===== src/rtl/axi_read_arbiter.sv =====
// Round-robin N-client read arbiter onto a single AXI read channel, one burst in flight.
// Optional performance counters are built when AXI_ARB_PERF_EN is defined.
module axi_read_arbiter #(
  parameter int NUM_CLIENTS    = 3,
  parameter int AXI_DATA_WIDTH = 128,
  parameter int ADDR_WIDTH     = 32,
  parameter int IDX_W          = 2
) (
  input  logic                            clock,
  input  logic                            reset,
  input  logic [NUM_CLIENTS-1:0]          req_valid,
  output logic [NUM_CLIENTS-1:0]          req_ready,
  input  logic [NUM_CLIENTS*ADDR_WIDTH-1:0] req_addr,
  input  logic [NUM_CLIENTS*8-1:0]        req_len,
  input  logic [NUM_CLIENTS*3-1:0]        req_size,
  output logic [NUM_CLIENTS-1:0]          resp_valid,
  input  logic [NUM_CLIENTS-1:0]          resp_ready,
  output logic [AXI_DATA_WIDTH-1:0]       resp_data,
  output logic                            resp_last,
  output logic                            resp_err,
  output logic [3:0]                      arid,
  output logic [ADDR_WIDTH-1:0]           araddr,
  output logic [7:0]                      arlen,
  output logic [2:0]                      arsize,
  output logic [1:0]                      arburst,
  output logic [1:0]                      arlock,
  output logic [3:0]                      arcache,
  output logic [2:0]                      arprot,
  output logic                            arvalid,
  input  logic                            arready,
  input  logic [3:0]                      rid,
  input  logic [AXI_DATA_WIDTH-1:0]       rdata,
  input  logic [1:0]                      rresp,
  input  logic                            rlast,
  input  logic                            rvalid,
  output logic                            rready
`ifdef AXI_ARB_PERF_EN
  ,
  output logic [NUM_CLIENTS*32-1:0]       perf_grant_cnt,
  output logic [31:0]                     perf_wait_cnt
`endif
);

  localparam logic [1:0] IDLE = 2'd0;
  localparam logic [1:0] ADDR = 2'd1;
  localparam logic [1:0] DATA = 2'd2;

  logic [1:0]             state;
  logic [IDX_W-1:0]       rr_ptr;
  logic [IDX_W-1:0]       owner;
  logic [IDX_W-1:0]       winner;
  logic [IDX_W-1:0]       winner_nxt;
  logic                   found;
  logic                   grant;
  logic [NUM_CLIENTS-1:0] owner_onehot;
  logic                   unused_ok;

  // Search starts at rr_ptr and wraps, so the last winner has lowest priority next time.
  always_comb begin
    int idx;
    found  = 1'b0;
    winner = '0;
    idx    = 0;
    for (int k = 0; k < NUM_CLIENTS; k++) begin
      idx = (int'(rr_ptr) + k) % NUM_CLIENTS;
      if (!found && req_valid[idx]) begin
        found  = 1'b1;
        winner = IDX_W'(idx);
      end
    end
  end

  assign grant      = (state == IDLE) && found;
  assign winner_nxt = (winner == IDX_W'(NUM_CLIENTS - 1)) ? '0 : winner + 1'b1;

  always_comb begin
    req_ready = '0;
    if (grant) req_ready[winner] = 1'b1;
  end

  always_ff @(posedge clock) begin
    if (reset) begin
      state   <= IDLE;
      arvalid <= 1'b0;
      rr_ptr  <= '0;
      owner   <= '0;
      araddr  <= '0;
      arlen   <= '0;
      arsize  <= '0;
    end else begin
      case (state)
        IDLE: begin
          if (grant) begin
            owner   <= winner;
            araddr  <= req_addr[int'(winner)*ADDR_WIDTH +: ADDR_WIDTH];
            arlen   <= req_len[int'(winner)*8 +: 8];
            arsize  <= req_size[int'(winner)*3 +: 3];
            rr_ptr  <= winner_nxt;
            arvalid <= 1'b1;
            state   <= ADDR;
          end
        end
        ADDR: begin
          if (arready) begin
            arvalid <= 1'b0;
            state   <= DATA;
          end
        end
        DATA: begin
          if (rvalid && rready && rlast) state <= IDLE;
        end
        default: state <= IDLE;
      endcase
    end
  end

  assign arid    = 4'(owner);
  assign arburst = 2'b01;
  assign arlock  = 2'b00;
  assign arcache = 4'b0000;
  assign arprot  = 3'b000;

  // R beats go straight through to the owner; backpressure comes only from the owner.
  assign owner_onehot = NUM_CLIENTS'(1) << owner;
  assign rready       = (state == DATA) && resp_ready[owner];
  assign resp_valid   = ((state == DATA) && rvalid) ? owner_onehot : '0;
  assign resp_data    = rdata;
  assign resp_last    = rlast;
  assign resp_err     = rresp[1] | (rid[IDX_W-1:0] != owner);
  assign unused_ok    = ^{rresp[0], rid};

`ifdef AXI_ARB_PERF_EN
  always_ff @(posedge clock) begin
    if (reset) begin
      perf_grant_cnt <= '0;
      perf_wait_cnt  <= '0;
    end else begin
      if (grant)
        perf_grant_cnt[int'(winner)*32 +: 32] <= perf_grant_cnt[int'(winner)*32 +: 32] + 32'd1;
      if ((|req_valid) && !(|req_ready))
        perf_wait_cnt <= perf_wait_cnt + 32'd1;
    end
  end
`endif

endmodule


===== config.mk =====
export PLATFORM = sky130hd
export DESIGN_NAME = axi_read_arbiter
export DESIGN_NICKNAME = d
export VERILOG_FILES = /design/src/rtl/axi_read_arbiter.sv
export SDC_FILE = /design/constraint.sdc
export NUM_CORES = 1
export LEC_CHECK = 0
export ABC_CLOCK_PERIOD_IN_PS = 3500
export CAP_MARGIN = 20
export CORE_AREA = 10 10 174 176
export CTS_CLUSTER_DIAMETER = 80
export DETAILED_ROUTE_END_ITERATION = 8
export DIE_AREA = 0 0 184 186
export HOLD_SLACK_MARGIN = 0.12
export SLEW_MARGIN = 20
export SYNTH_ARGS = -nofsm -noshare
export SYNTH_HDL_FRONTEND = slang
export SYNTH_SLANG_ARGS = --single-unit

===== constraint.sdc =====
create_clock -name clock -period 3.5 [get_ports clock]
set_input_delay 0.875 -clock clock [delete_from_list [all_inputs] [get_ports clock]]
set_output_delay 0.875 -clock clock [all_outputs]
set_load 0.005 [all_outputs]

======== Word level (Yosys, flattened, before mapping) ========
Index checks and enable logic that the tools add are counted.
word-level totals
  flip-flop bits (word level) ............. 50
  output and inout port bits .............. 196
  logic and storage cells ................. 76
cells by class
  $add $sub $neg .......................... 3
  multipliers ............................. 1
  divide/modulo/power cells ............... 3
  magnitude comparators ................... 6
  equal/unequal tests ..................... 7
  shift-type cells ........................ 4
  multiplexer cells ....................... 29
  bitwise logic cells ..................... 1
  reduce and logical (&&, ||, !) cells .... 15
operator list
  kind                                                          number
  less-than comparator 32 x 4 -> 1 bit (second input constant)  3
  variable part select 96 x 8 -> 32 bit                         1
  modulo 32 x 3 -> 32 bit (second input constant)               2
  modulo 3 x 3 -> 32 bit (second input constant)                1
  variable part select 24 x 6 -> 8 bit                          1
  two-way mux 2 bit                                             7
  two-way mux 1 bit                                             13
  variable part select 9 x 5 -> 3 bit                           1
  binary-select mux 1 bit (select 2 bit)                        4
  logical AND 1 bit                                             8
  less-than comparator 2 x 3 -> 1 bit (second input constant)   2
  two-way mux 3 bit                                             2
  != test 2 bit (second input constant)                         3
  one-hot mux 2 bit (3 select lines)                            1
  AND reduction 3 bit                                           2
  == test 2 bit (second input constant)                         2
  multiplier 2 x 2 -> 4 bit (second input constant)             1
  adder 2 x 1 -> 3 bit (second input constant)                  1
  adder 2 x 2 -> 3 bit (second input constant)                  1
  << shifter 1 x 2 -> 3 bit (first input constant)              1
  adder 2 x 1 -> 2 bit (second input constant)                  1
  demux 1 bit (select 2 bit)                                    1
  == test 2 x 1 -> 1 bit (second input constant)                1
  >= comparator 2 x 1 -> 1 bit (second input constant)          1
  other kinds (7)                                               8

======== Longest topological paths before layout ========
Gate-level depths: netlist of run 1.
  depth after elaboration ................. 16
  depth in mapped cells ................... 10
  mapped depth without buffers ............ 7

======== Worst setup path before layout of run 1 ========
Ideal clock, no wire load.
  kind .................................... input port to output port
  start ................................... in req_valid[1]
  end ..................................... out req_ready[1]
  arrival time ............................ 2.307 ns
  data required time ...................... 2.625 ns
  slack ................................... 0.318 ns
  cell stages on the path ................. 6
  buffers on the path ..................... 2
  cells stage by stage .................... mux2_2 a211oi_1 a211o_1 buf_2 buf_1 nor3_1
on the way
  cells in the longest elaborated chain, start to end .. 15
RTL lines
  what                                                                                                       line  RTL
  start: declaration                                                                                         11    input logic [NUM_CLIENTS-1:0] req_valid,
  binary-select mux 1 bit (select 2 bit)                                                                     66    if (!found && req_valid[idx]) begin
  two-way mux 1 bit (implied by the code) (2 in series)                                                      66
  two-way mux 1 bit                                                                                          66
  zero test 1 bit                                                                                            66
  logical AND 1 bit                                                                                          66
  two-way mux 1 bit                                                                                          66
  zero test 1 bit                                                                                            66
  logical AND 1 bit                                                                                          66
  two-way mux 2 bit                                                                                          66
  less-than comparator 2 x 3 -> 1 bit (implied by the code) or >= comparator 2 x 1 -> 1 bit (tied branches)  78    if (grant) req_ready[winner] = 1'b1;
  logical AND 1 bit (implied by the code)                                                                    78
  two-way mux 1 bit (implied by the code)                                                                    78
  demux 1 bit (select 2 bit)                                                                                 78
  two-way mux 3 bit *                                                                                        78
  end: declaration                                                                                           12    output logic [NUM_CLIENTS-1:0] req_ready,
Mark *: on every way between the ends. The rest lies on a longest branch, timed or not. The select of a mux whose other input is x is not followed.

======== Final worst setup path of run 1 ========
  start ................................... in resp_ready[0]
  end ..................................... out rready
on the way
  cells in the longest elaborated chain, start to end .. 3
RTL lines
  what                                     line  RTL
  start: declaration                       17    input logic [NUM_CLIENTS-1:0] resp_ready,
  binary-select mux 1 bit (select 2 bit)   125   assign rready = (state == DATA) && resp_ready[owner];
  two-way mux 1 bit (implied by the code)  125
  logical AND 1 bit                        125
  end: declaration                         36    output logic rready
No other way between the ends. The select of a mux whose other input is x is not followed.

==> reports/qor.yml, run 1 <==
layout:
  fin_area_um2: 6360
  n_fill_cell: 2943
  final_common_cell: "clkdlybuf4s50_1"
  mostFrequentLayoutCells: "191 x clkdlybuf4s50_1, 48 x dfxtp_1, 47 x nand3_1"
  layout.nets: 877
  syn2layout_area_growth_pct: 36.6
  drive_above_1_share_pct: 18.7
  antenna_cells: 0
place:
  dpl.hpwl_mm: 15.9
  pre_cts_ws_ns: -0.517
  portBuffers: 197
  dpl_cell_area_um2: 6150
  globalplace.congestion: 0.708
routing:
  viasPerCell: 4.78
  wl_mm: 21.8
  drt_iter0_markers: 177
  drc: 0
  routedLengthMet1_mm: 7.96
  wl_met3_mm: 2.24
  wl_per_cell_um: 23.2
  routed.top_layer: "met4"
  drtAntennaViolNets: 0
  num_vias: 4489
  route.met2.wl_mm: 10.3
  drt_pass1_iterations: 4
timing:
  finalSetupViolCount: 0
  worst_slack_ns: 0.141
  skew_ns: 0.00869
  rsz0062_at_grt: "no"
  fin_crit_sh_pct: 96.0
  max_freq_mhz: 298
  relSlewSlack_pct: 49.5
  fin_tns_setup_ns: 0
  drv_slew: 0
  hold_viol: 0
  tightest_slew_ns: 0.758
  finalCriticalPeriod_ns: 3.36
flow_run:
  maxCapViolations: 0
pwr:
  vdd_drop_max_mv: 0.310
  p_leak_nw: 2.22
  power_mw: 4.72
  p_per_area_nw_per_um2: 742
synthesis:
  avgSynthCellArea_um2: 8.50
  synthMuxAreaShare_pct: 1.10
  synthArstFlopShare_pct: 0
  synth-seq-cells: 50
  synth-edff-count: 0
  synth_ff_type: "dfxtp_1"
  synth_cells: 548
  synth_fa_ha_area_share_pct: 1.07
  yosys_warnings: 0
  netlist_area_um2: 4660
  synthSimpleGateAreaFrac_pct: 8.92
  ys_types: 43
  synth_top_family_by_area: "compound AO/OA/AOI/OAI gates"
  synth_xor_area_share_pct: 0.376
  synth_compound_gate_area_share_pct: 37.9
  ys_seq_area_share_pct: 21.5
clock_tree:
  cts_tree: "built"
  cts_num_sinks: 50
  path_clk_slew_ns: 0.08
  htree_num_levels: 2
  cts_buffer_depth: 2
  cts-root-buf: "clkbuf_16"
  holdBufCountCts: 0
  insertion_delay_ns: 0.30
  cts_buffers: 5
critical_path:
  crit_type: "in -> out"
  crit_arrival_ns: 2.48
  worstPathRequired_ns: 2.62
  start_kind: "input pin"
  critPathMaxFanout: 2
  crit_path_end_kind: "primary output"
grt:
  overflow: 0
  grt_pass1_vias: 4681
  antenna_found_initial: 0
  track_usage_pct: 11.9
  grt_first_pass_wirelength_mm: 31.1
  grt_max_degree: 90
die:
  dieHeight_um: 186
  coreArea_um2: 26700
  die_w_um: 184
  initial_utilization_pct: 17.4
  dieArea_um2: 34200
  ios: 470
  fp-row-count: 60
worst_hold_path:
  hp-class: "reg -> reg"
outcome:
  status: "complete, no violations"
==> per-layer routing <==
layer	track usage, %	vias up
met2	19.3	218
met1	12.8	2140
li1	-	2038
met5	0	-
met3	4.70	93
met4	7.87	0
==> what timing repair did <==
action,CTS,global route
pin swaps,3,1
setup endpoints to repair,4,1
buffers inserted,0,1
gates resized for setup,30,5
==> area by class of cell <==
| type | instances | area [um^2] | area share [%] |
|---|---|---|---|
| multi-input cells | 301 | 2480 | 38.9 |
| repair buffers | 235 | 2290 | 36.0 |
| flip-flops and latches | 50 | 1010 | 15.8 |
| well taps | 341 | 427 | 6.70 |
| clock buffers | 6 | 139 | 2.18 |
| inverters | 6 | 22.5 | 0.354 |
==> registers in the layout (all words and copies together), names as in the netlist <==
register,cells
state,2
owner,2
arsize,3
araddr,32
arlen,8
arvalid,1
rr_ptr,2
==> cell families after synthesis <==
| kind of cell | Yosys count |
|---|---|
| buf+inv | 208 |
| compound gates | 198 |
| simple gates | 79 |
| flops | 50 |
| mux | 5 |
| fa+ha+maj | 4 |
| other cells | 2 |
| xor+xnor | 2 |
==> through the flow <==
step	util (%)	instances	hold slack, ns
after floorplan	-	559	0.479
after global placement	23.0	932	0.469
after detailed placement	23.0	932	0.472
after CTS	23.7	938	0.493
after global routing	23.8	939	0.518
final	23.8	939	0.490
==> power breakdown <==
part | switching (mW) | internal [mW]
combinational | 1.87 | 1.44
clock | 0.243 | 0.278
sequential | 0.127 | 0.760
==> critical path, stage by stage <==
cell and delay [ns]:
clkdlybuf4s50_1 0.46, mux2i_1 0.06, o21ai_1 0.22, buf_4 0.18
and3_1 0.17, clkdlybuf4s50_1 0.52
==> synthesized netlist by cell type (3+ instances only) <==
library cell / count / share of area [%]
o211ai_1: 6 / 0.97
dfxtp_1: 50 / 21
buf_4: 142 / 23
o2111ai_1: 43 / 8.1
nor3_1: 4 / 0.43
o211ai_2: 38 / 10
a21oi_1: 5 / 0.54
o21a_1: 44 / 7.1
clkbuf_1: 50 / 4.0
inv_1: 5 / 0.40
a32oi_1: 43 / 8.1
and3b_1: 3 / 0.56
ha_1: 4 / 1.1
buf_2: 5 / 0.54
nor2_1: 9 / 0.72
nand3_1: 48 / 5.2
and3_1: 3 / 0.40
o21ai_0: 5 / 0.54
buf_6: 4 / 0.97
mux2i_1: 4 / 0.86
==> worst paths after layout <==
kind / endpoint / startpoint / depth (start not counted) / slack, ns
hold / removal: arlen[0]$_SDFFE_PP0P_ / arlen[0]$_SDFFE_PP0P_ / 2 / 0.49
hold reg to reg: arlen[0]$_SDFFE_PP0P_ / arlen[0]$_SDFFE_PP0P_ / 2 / 0.49
setup reg to reg: araddr[17]$_SDFFE_PP0P_ / rr_ptr[0]$_SDFFE_PP0P_ / 10 / 0.44
setup / recovery: rready / resp_ready[0] / 6 / 0.14
Note: power is estimated with default switching activity, not from simulation.
==> inputs of run 2 (changes only) <==
==> constraint.sdc (replaced) <==
create_clock -name clock -period 3.5 [get_ports clock]
set_input_delay 0.35 -clock clock [delete_from_list [all_inputs] [get_ports clock]]
set_output_delay 0.35 -clock clock [all_outputs]
set_load 0.005 [all_outputs]
==> run 2 against run 1 <==
  * Global-route usage fell by 0.27 points
  * Register-to-register slack improved by 0.16 ns
  * Utilization fell by 0.66 points
  * Setup slack improved by 0.031 ns
  * Critical path type is now reg -> out
  * Largest power group unchanged
  * Clock-buffer cell count fell by 1
==> reports/qor.yml, run 2 (same netlist as run 1, synthesis figures left out) <==
critical_path:
  crit_type: "reg -> out"
  path_cells: "inv_1 -> ha_1 -> mux2_2 -> a211oi_1 -> a211o_2 -> buf_4 -> nor2_1 -> clkdlybuf4s50_1"
  timing.rr.start: "rr_ptr[0]$_SDFFE_PP0P_"
  worstPathRequired_ns: 3.15  # +0.53 ns
  start_kind: "flip-flop"
  cp.buffers_inverters: 3  # unchanged
  cpPeakStageDelay_ns: 0.47  # -0.05 ns
  crit_path_end_kind: "primary output"
  critPathMaxFanout: 18  # +16
  crit_slowest_cell: "clkdlybuf4s50_1"
  crit_arrival_ns: 2.98  # +0.50 ns
  crit_family: "buffers and inverters"
  startpoint: "rr_ptr[0]$_SDFFE_PP0P_"
pwr:
  vdd_drop_max_mv: 0.280  # -9.6%
  switchingPower_mw: 2.17  # -3.5%
  p_leak_nw: 2.10  # -5.4%
  p_per_area_nw_per_um2: 733  # -1.2%
  seq_power_share_pct: 19.5  # +0.7 points
  p_int_mw: 2.37  # -4.4%
  swShare_pct: 47.8  # +0.23 points
  clkPwrFrac_pct: 13.2  # +2.2 points
  share_comb_of_total_power_pct: 67.3  # -2.9 points
  power_mw: 4.53  # -4.0%
layout:
  drive_above_1_share_pct: 14.4  # -4.4 points
  largest_reg_flops: 32  # unchanged
  layout.nets: 862  # -1.7%
  fin_area_um2: 6190  # -2.8%
  utilization_pct: 23.1  # -0.66 points
  final-instance-count-excl-fill: 926  # -1.4%
  final_common_cell: "clkdlybuf4s50_1"
  n_fill_cell: 2965  # +0.75%
  antenna_cells: 0  # unchanged
  multi_input_area_um2: 2410  # -2.8%
  mostFrequentLayoutCells: "197 x clkdlybuf4s50_1, 50 x dfxtp_1, 47 x nand3_1"
  seqCellArea_um2: 1000  # -0.50%
  reg_top3: "araddr (32), arlen (8), arsize (3)"
  syn2layout_area_growth_pct: 32.8
  largest-register: "araddr"
timing:
  drv_slew: 0  # unchanged
  fin_crit_sh_pct: 95.1  # -0.88 points
  tightest_slew_ns: 0.694  # -0.0637 ns
  hold_viol: 0  # unchanged
  holdWs_ns: 0.492  # +0.00193 ns
  finalSetupViolCount: 0  # unchanged
  skew_ns: 0.0133  # +0.00459 ns
  worst_slack_ns: 0.172  # +0.0309 ns
  relSlewSlack_pct: 53.6  # +4.2 points
  fin_tns_setup_ns: 0  # unchanged
  finalCriticalPeriod_ns: 3.33  # -0.0309 ns
  max_freq_mhz: 300  # +0.93%
  rsz0062_at_grt: "no"
clock_tree:
  cts_num_sinks: 50  # unchanged
  path_clk_slew_ns: 0.08  # about the same
  insertion_delay_ns: 0.31  # about the same
  cts-root-buf: "clkbuf_16"
  cts_tree: "built"
  htree_num_levels: 2  # unchanged
  cts_buffer_depth: 2  # unchanged
  holdBufCountCts: 0  # unchanged
  cts-resized-gates: 0  # -100%
  postCtsSetupRepairBufs: 0  # unchanged
  cts_buffers: 5  # unchanged
flow_run:
  maxCapViolations: 0  # unchanged
die:
  ios: 470  # unchanged
  fp-row-count: 60  # unchanged
  die_w_um: 184  # unchanged
  coreArea_um2: 26700  # unchanged
  dieHeight_um: 186  # unchanged
  dieArea_um2: 34200  # unchanged
  initial_utilization_pct: 17.4  # unchanged
place:
  dpl.hpwl_mm: 16.1  # +1.2%
  pre_cts_ws_ns: 0.397  # +0.914 ns
  globalplace.congestion: 0.740  # +4.4%
  dp.cells: 918  # -1.5%
  portBuffers: 197  # unchanged
  dpl_cell_area_um2: 6010  # -2.3%
grt:
  grt_pass1_vias: 4431  # -5.3%
  grt_first_pass_wirelength_mm: 30.3  # -2.7%
  track_usage_pct: 11.7  # -0.27 points
  antenna_found_initial: 1  # +1
  grt_max_degree: 53  # -41%
  overflow: 0  # unchanged
routing:
  drtAntennaViolNets: 0  # unchanged
  num_vias: 4431  # -1.3%
  viasPerCell: 4.79  # about the same
  wl_per_cell_um: 23.2  # about the same
  drt_pass1_iterations: 4  # unchanged
  drt_iter0_markers: 215  # +21%
  drc: 0  # unchanged
  wl_mm: 21.5  # -1.4%
worst_hold_path:
  holdCritStartpoint: "arlen[1]$_SDFFE_PP0P_"
  hp-class: "reg -> reg"
outcome:
  status: "complete, no violations"
[run 2: cell count changes in the layout (fill, tap and decap cells not counted), moves of 2 or more]
cell and delta:
nor2_1 +2, ha_4 -2, and3b_2 -2, dfxtp_1 +2, buf_12 -3, dlygate4sd2_1 -2, and3b_1 +2, buf_2 -3
ha_1 +2, clkinvlp_4 +2, nor2_2 -2, buf_4 -12, clkdlybuf4s50_1 +6
[run 2: worst paths after layout]
| path | to | slack, ns | depth (start not counted) |
|---|---|---|---|
| min reg2reg | arlen[1]$_SDFFE_PP0P_ | 0.49 | 2 |
| max | req_ready[2] | 0.17 | 8 |
| max reg2reg | arlen[0]$_SDFFE_PP0P_ | 0.60 | 8 |
| min | arlen[1]$_SDFFE_PP0P_ | 0.49 | 2 |
[run 2: final cells by class]
class	count	area share, %
Multi-Input combinational cell	301	38.9
Timing Repair Buffer	220	34.9
Sequential cell	50	16.2
Tap cell	341	6.90
Clock buffer	5	2.02
Clock inverter	3	0.728
Inverter	6	0.364
[run 2: worst reg2reg max path, stage by stage (launching register included)]
cell      delay (ns)
dfxtp_1         0.40
inv_1           0.08
ha_1            0.47
and3b_1         0.24
a211oi_1        0.08
a211o_2         0.39
or4_2           0.63
buf_4           0.30
o211ai_1        0.24
[run 2: per-layer routing]
metal	wire (um)	vias to the layer above	GRT usage, %
li1	-	2012	-
met1	7950	2118	12.3
met2	10300	210	19.3
met3	2060	89	4.54
met4	1200	2	7.41
met5	8	-	0
[run 2: power groups by stage]
stage          Sequential [mW]  Clock [mW]  Combinational [mW]
6_report                 0.884       0.600                3.05
5_1_grt                  0.906       0.644                3.32
4_1_cts                  0.884       0.629                3.11
3_5_place_dp             0.891           0                3.11
3_3_place_gp             0.891           0                3.10
2_1_floorplan            0.877           0                1.88
==> inputs of run 3 (changes only) <==
--- a/config.mk
+++ b/config.mk
@@ -7,10 +7,11 @@
 export LEC_CHECK = 0
 export ABC_CLOCK_PERIOD_IN_PS = 3500
 export CAP_MARGIN = 20
-export CORE_AREA = 10 10 174 176
+export CORE_AREA = 10 10 175 177
 export CTS_CLUSTER_DIAMETER = 80
 export DETAILED_ROUTE_END_ITERATION = 8
-export DIE_AREA = 0 0 184 186
+export DIE_AREA = 0 0 185 187
+export DONT_BUFFER_PORTS = 1
 export HOLD_SLACK_MARGIN = 0.12
 export SLEW_MARGIN = 20
 export SYNTH_ARGS = -nofsm -noshare
==> run 3 against run 2 <==
  * Critical path depth fell by 2
  * Clock power down 7.0%
  * Die area grew 1.1%
  * Combinational power decreased by 22%
  * Clock-buffer cell count increased by 1
  * Register-to-register slack worse by 0.08 ns
  * Via count decreased by 16%
  * Clock skew up 0.0033 ns
  * Hold slack worse by 0.33 ns
  * Final cell count fell by 21%
  * Largest cell class unchanged
  * Total power decreased by 14%
==> reports/qor.yml, run 3 (same netlist as run 1, synthesis figures left out) <==
outcome:
  status: "complete, no violations"
layout:
  layout.nets: 658  # -24%
  multi_input_area_um2: 2400  # -0.16%
  syn2layout_area_growth_pct: -11.3
  largest-register: "araddr"
  reg_top3: "araddr (32), arlen (8), arsize (3)"
  utilization_pct: 15.1  # -8.0 points
  fin_area_um2: 4140  # -33%
  n_fill_cell: 3082  # +3.9%
  final_common_cell: "dfxtp_1"
  drive_above_1_share_pct: 19.7  # +5.3 points
  mostFrequentLayoutCells: "50 x dfxtp_1, 47 x nand3_1, 43 x o21a_1, 43 x a32oi_1, 43 x o2111ai_1"
  seqCellArea_um2: 1000  # unchanged
  final-instance-count-excl-fill: 727  # -21%
  antenna_cells: 0  # unchanged
  largest_reg_flops: 32  # unchanged
clock_tree:
  cts_num_sinks: 50  # unchanged
  cts_buffer_depth: 2  # unchanged
  cts-resized-gates: 0  # unchanged
  cts-root-buf: "clkbuf_16"
  insertion_delay_ns: 0.32  # about the same
  cts_tree: "built"
  htree_num_levels: 2  # unchanged
  cts_buffers: 5  # unchanged
  path_clk_slew_ns: 0.07  # about the same
critical_path:
  crit_slowest_cell: "o41ai_1"
  cpPeakStageDelay_ns: 0.79  # +0.32 ns
  critPathMaxFanout: 5  # -13
  start_kind: "flip-flop"
  crit_cells: 6  # -2
  worstSetupEndpoint: "req_ready[0]"
  cp.buffers_inverters: 1  # -2
  r2r_end: "arlen[3]$_SDFFE_PP0P_"
  path_cells: "inv_1 -> ha_2 -> mux2i_1 -> o221ai_1 -> o41ai_1 -> and3_1"
  r2r_cells: 8  # unchanged
  startpoint: "rr_ptr[1]$_SDFFE_PP0P_"
  crit_arrival_ns: 2.70  # -0.28 ns
  crit_type: "reg -> out"
  crit_family: "compound AO/OA/AOI/OAI gates"
  reg2reg_slack_ns: 0.52  # -0.08 ns
  timing.rr.start: "rr_ptr[0]$_SDFFE_PP0P_"
  worstPathRequired_ns: 3.15  # about the same
  crit_path_end_kind: "primary output"
grt:
  track_usage_pct: 10.8  # -0.92 points
  antenna_found_initial: 0  # -1
  met2_usage_pct: 17.0  # -2.2 points
  grt_first_pass_wirelength_mm: 28.0  # -7.6%
  gr-usage-met3_pct: 4.35  # -0.19 points
  overflow: 0  # unchanged
  grt_pass1_vias: 3829  # -14%
  met1_usage_pct: 11.9  # -0.44 points
  grt_max_degree: 47  # -11%
  grt-busiest-layer: "met2"
routing:
  num_vias: 3737  # -16%
  viasPerCell: 5.14  # +7.4%
  wl_mm: 19.5  # -9.3%
  drt_pass1_iterations: 4  # unchanged
  drt_iter0_markers: 240  # +12%
  drtAntennaViolNets: 0  # unchanged
  drc: 0  # unchanged
  wl_per_cell_um: 26.8  # +16%
die:
  dieHeight_um: 187  # +0.54%
  initial_utilization_pct: 17.1  # -0.38 points
  coreArea_um2: 27300  # +2.2%
  die_w_um: 185  # +0.54%
  fp-row-count: 61  # +1.7%
  ios: 470  # unchanged
  dieArea_um2: 34600  # +1.1%
timing:
  finalCriticalPeriod_ns: 3.05  # -0.277 ns
  max_freq_mhz: 328  # +9.1%
  tightest_slew_ns: 0.827  # +0.133 ns
  fin_crit_sh_pct: 87.2  # -7.9 points
  fin_tns_setup_ns: 0  # unchanged
  skew_ns: 0.0166  # +0.00334 ns
  hold_viol: 0  # unchanged
  relSlewSlack_pct: 44.8  # -8.8 points
  rsz0062_at_grt: "no"
  finalSetupViolCount: 0  # unchanged
  drv_slew: 0  # unchanged
pwr:
  swShare_pct: 53.3  # +5.5 points
  p_int_mw: 1.81  # -23%
  p_per_area_nw_per_um2: 939  # +28%
  p_leak_nw: 1.31  # -38%
  vdd_drop_max_mv: 0.435  # +55%
  seq_power_share_pct: 24.3  # +4.8 points
  power_mw: 3.88  # -14%
  switchingPower_mw: 2.07  # -4.4%
  share_comb_of_total_power_pct: 61.3  # -6.0 points
  clkPwrFrac_pct: 14.4  # +1.2 points
place:
  dpl_cell_area_um2: 3970  # -34%
  dpl.hpwl_mm: 14.4  # -11%
  portBuffers: 0  # -100%
  dp.cells: 718  # -22%
  globalplace.congestion: 0.754  # +1.9%
worst_hold_path:
  hp-class: "in -> reg"
flow_run:
  maxCapViolations: 0  # unchanged
## run 3: worst min-delay path by stage
stage,startpoint,end,slack [ns],cells past startpoint
after floorplan,rr_ptr[0]$_SDFFE_PP0P_,rr_ptr[0]$_SDFFE_PP0P_,0.48,2
after global placement,reset,state[1]$_SDFFE_PP0P_,0.43,1
after detailed placement,reset,state[1]$_SDFFE_PP0P_,0.43,1
after CTS,reset,owner[0]$_SDFFE_PP0P_,0.14,1
after global routing,reset,owner[0]$_SDFFE_PP0P_,0.14,1
final,reset,owner[0]$_SDFFE_PP0P_,0.16,1
## run 3: routing by layer
| layer | vias up | part of all wire, % |
|---|---|---|
| met5 | - | 0 |
| met4 | 0 | 5.0 |
| met3 | 74 | 11 |
| met2 | 261 | 47 |
| met1 | 1800 | 37 |
| li1 | 1602 | - |
## run 3: final cells by class
type | count | area share, %
Clock buffer | 6 | 3.36
Clock inverter | 2 | 0.303
Inverter | 6 | 0.545
Multi-Input combinational cell | 301 | 58.2
Sequential cell | 50 | 24.2
Tap cell | 346 | 10.5
Timing Repair Buffer | 16 | 2.97
## run 3: what timing repair did
action,4_1_cts,5_1_grt
setup buffers,0,0
hold buffers,1,0
endpoints found under the hold margin,2,0
## run 3: stage by stage
stage          hold WS, ns  setup slack [ns]
6_report             0.163             0.449
5_1_grt              0.142             0.228
3_5_place_dp         0.427             0.562
4_1_cts              0.138             0.414
2_1_floorplan        0.479             0.926
3_3_place_gp         0.425             0.610
## run 3: power by group through the flow
| stage | clock network, mW | logic, mW | registers (mW) |
|---|---|---|---|
| 2_1_floorplan | 0 | 1.88 | 0.877 |
| 4_1_cts | 0.594 | 2.40 | 0.954 |
| 5_1_grt | 0.605 | 2.61 | 0.972 |
| 3_3_place_gp | 0 | 2.37 | 0.964 |
| 6_report | 0.558 | 2.38 | 0.945 |
| 3_5_place_dp | 0 | 2.40 | 0.963 |
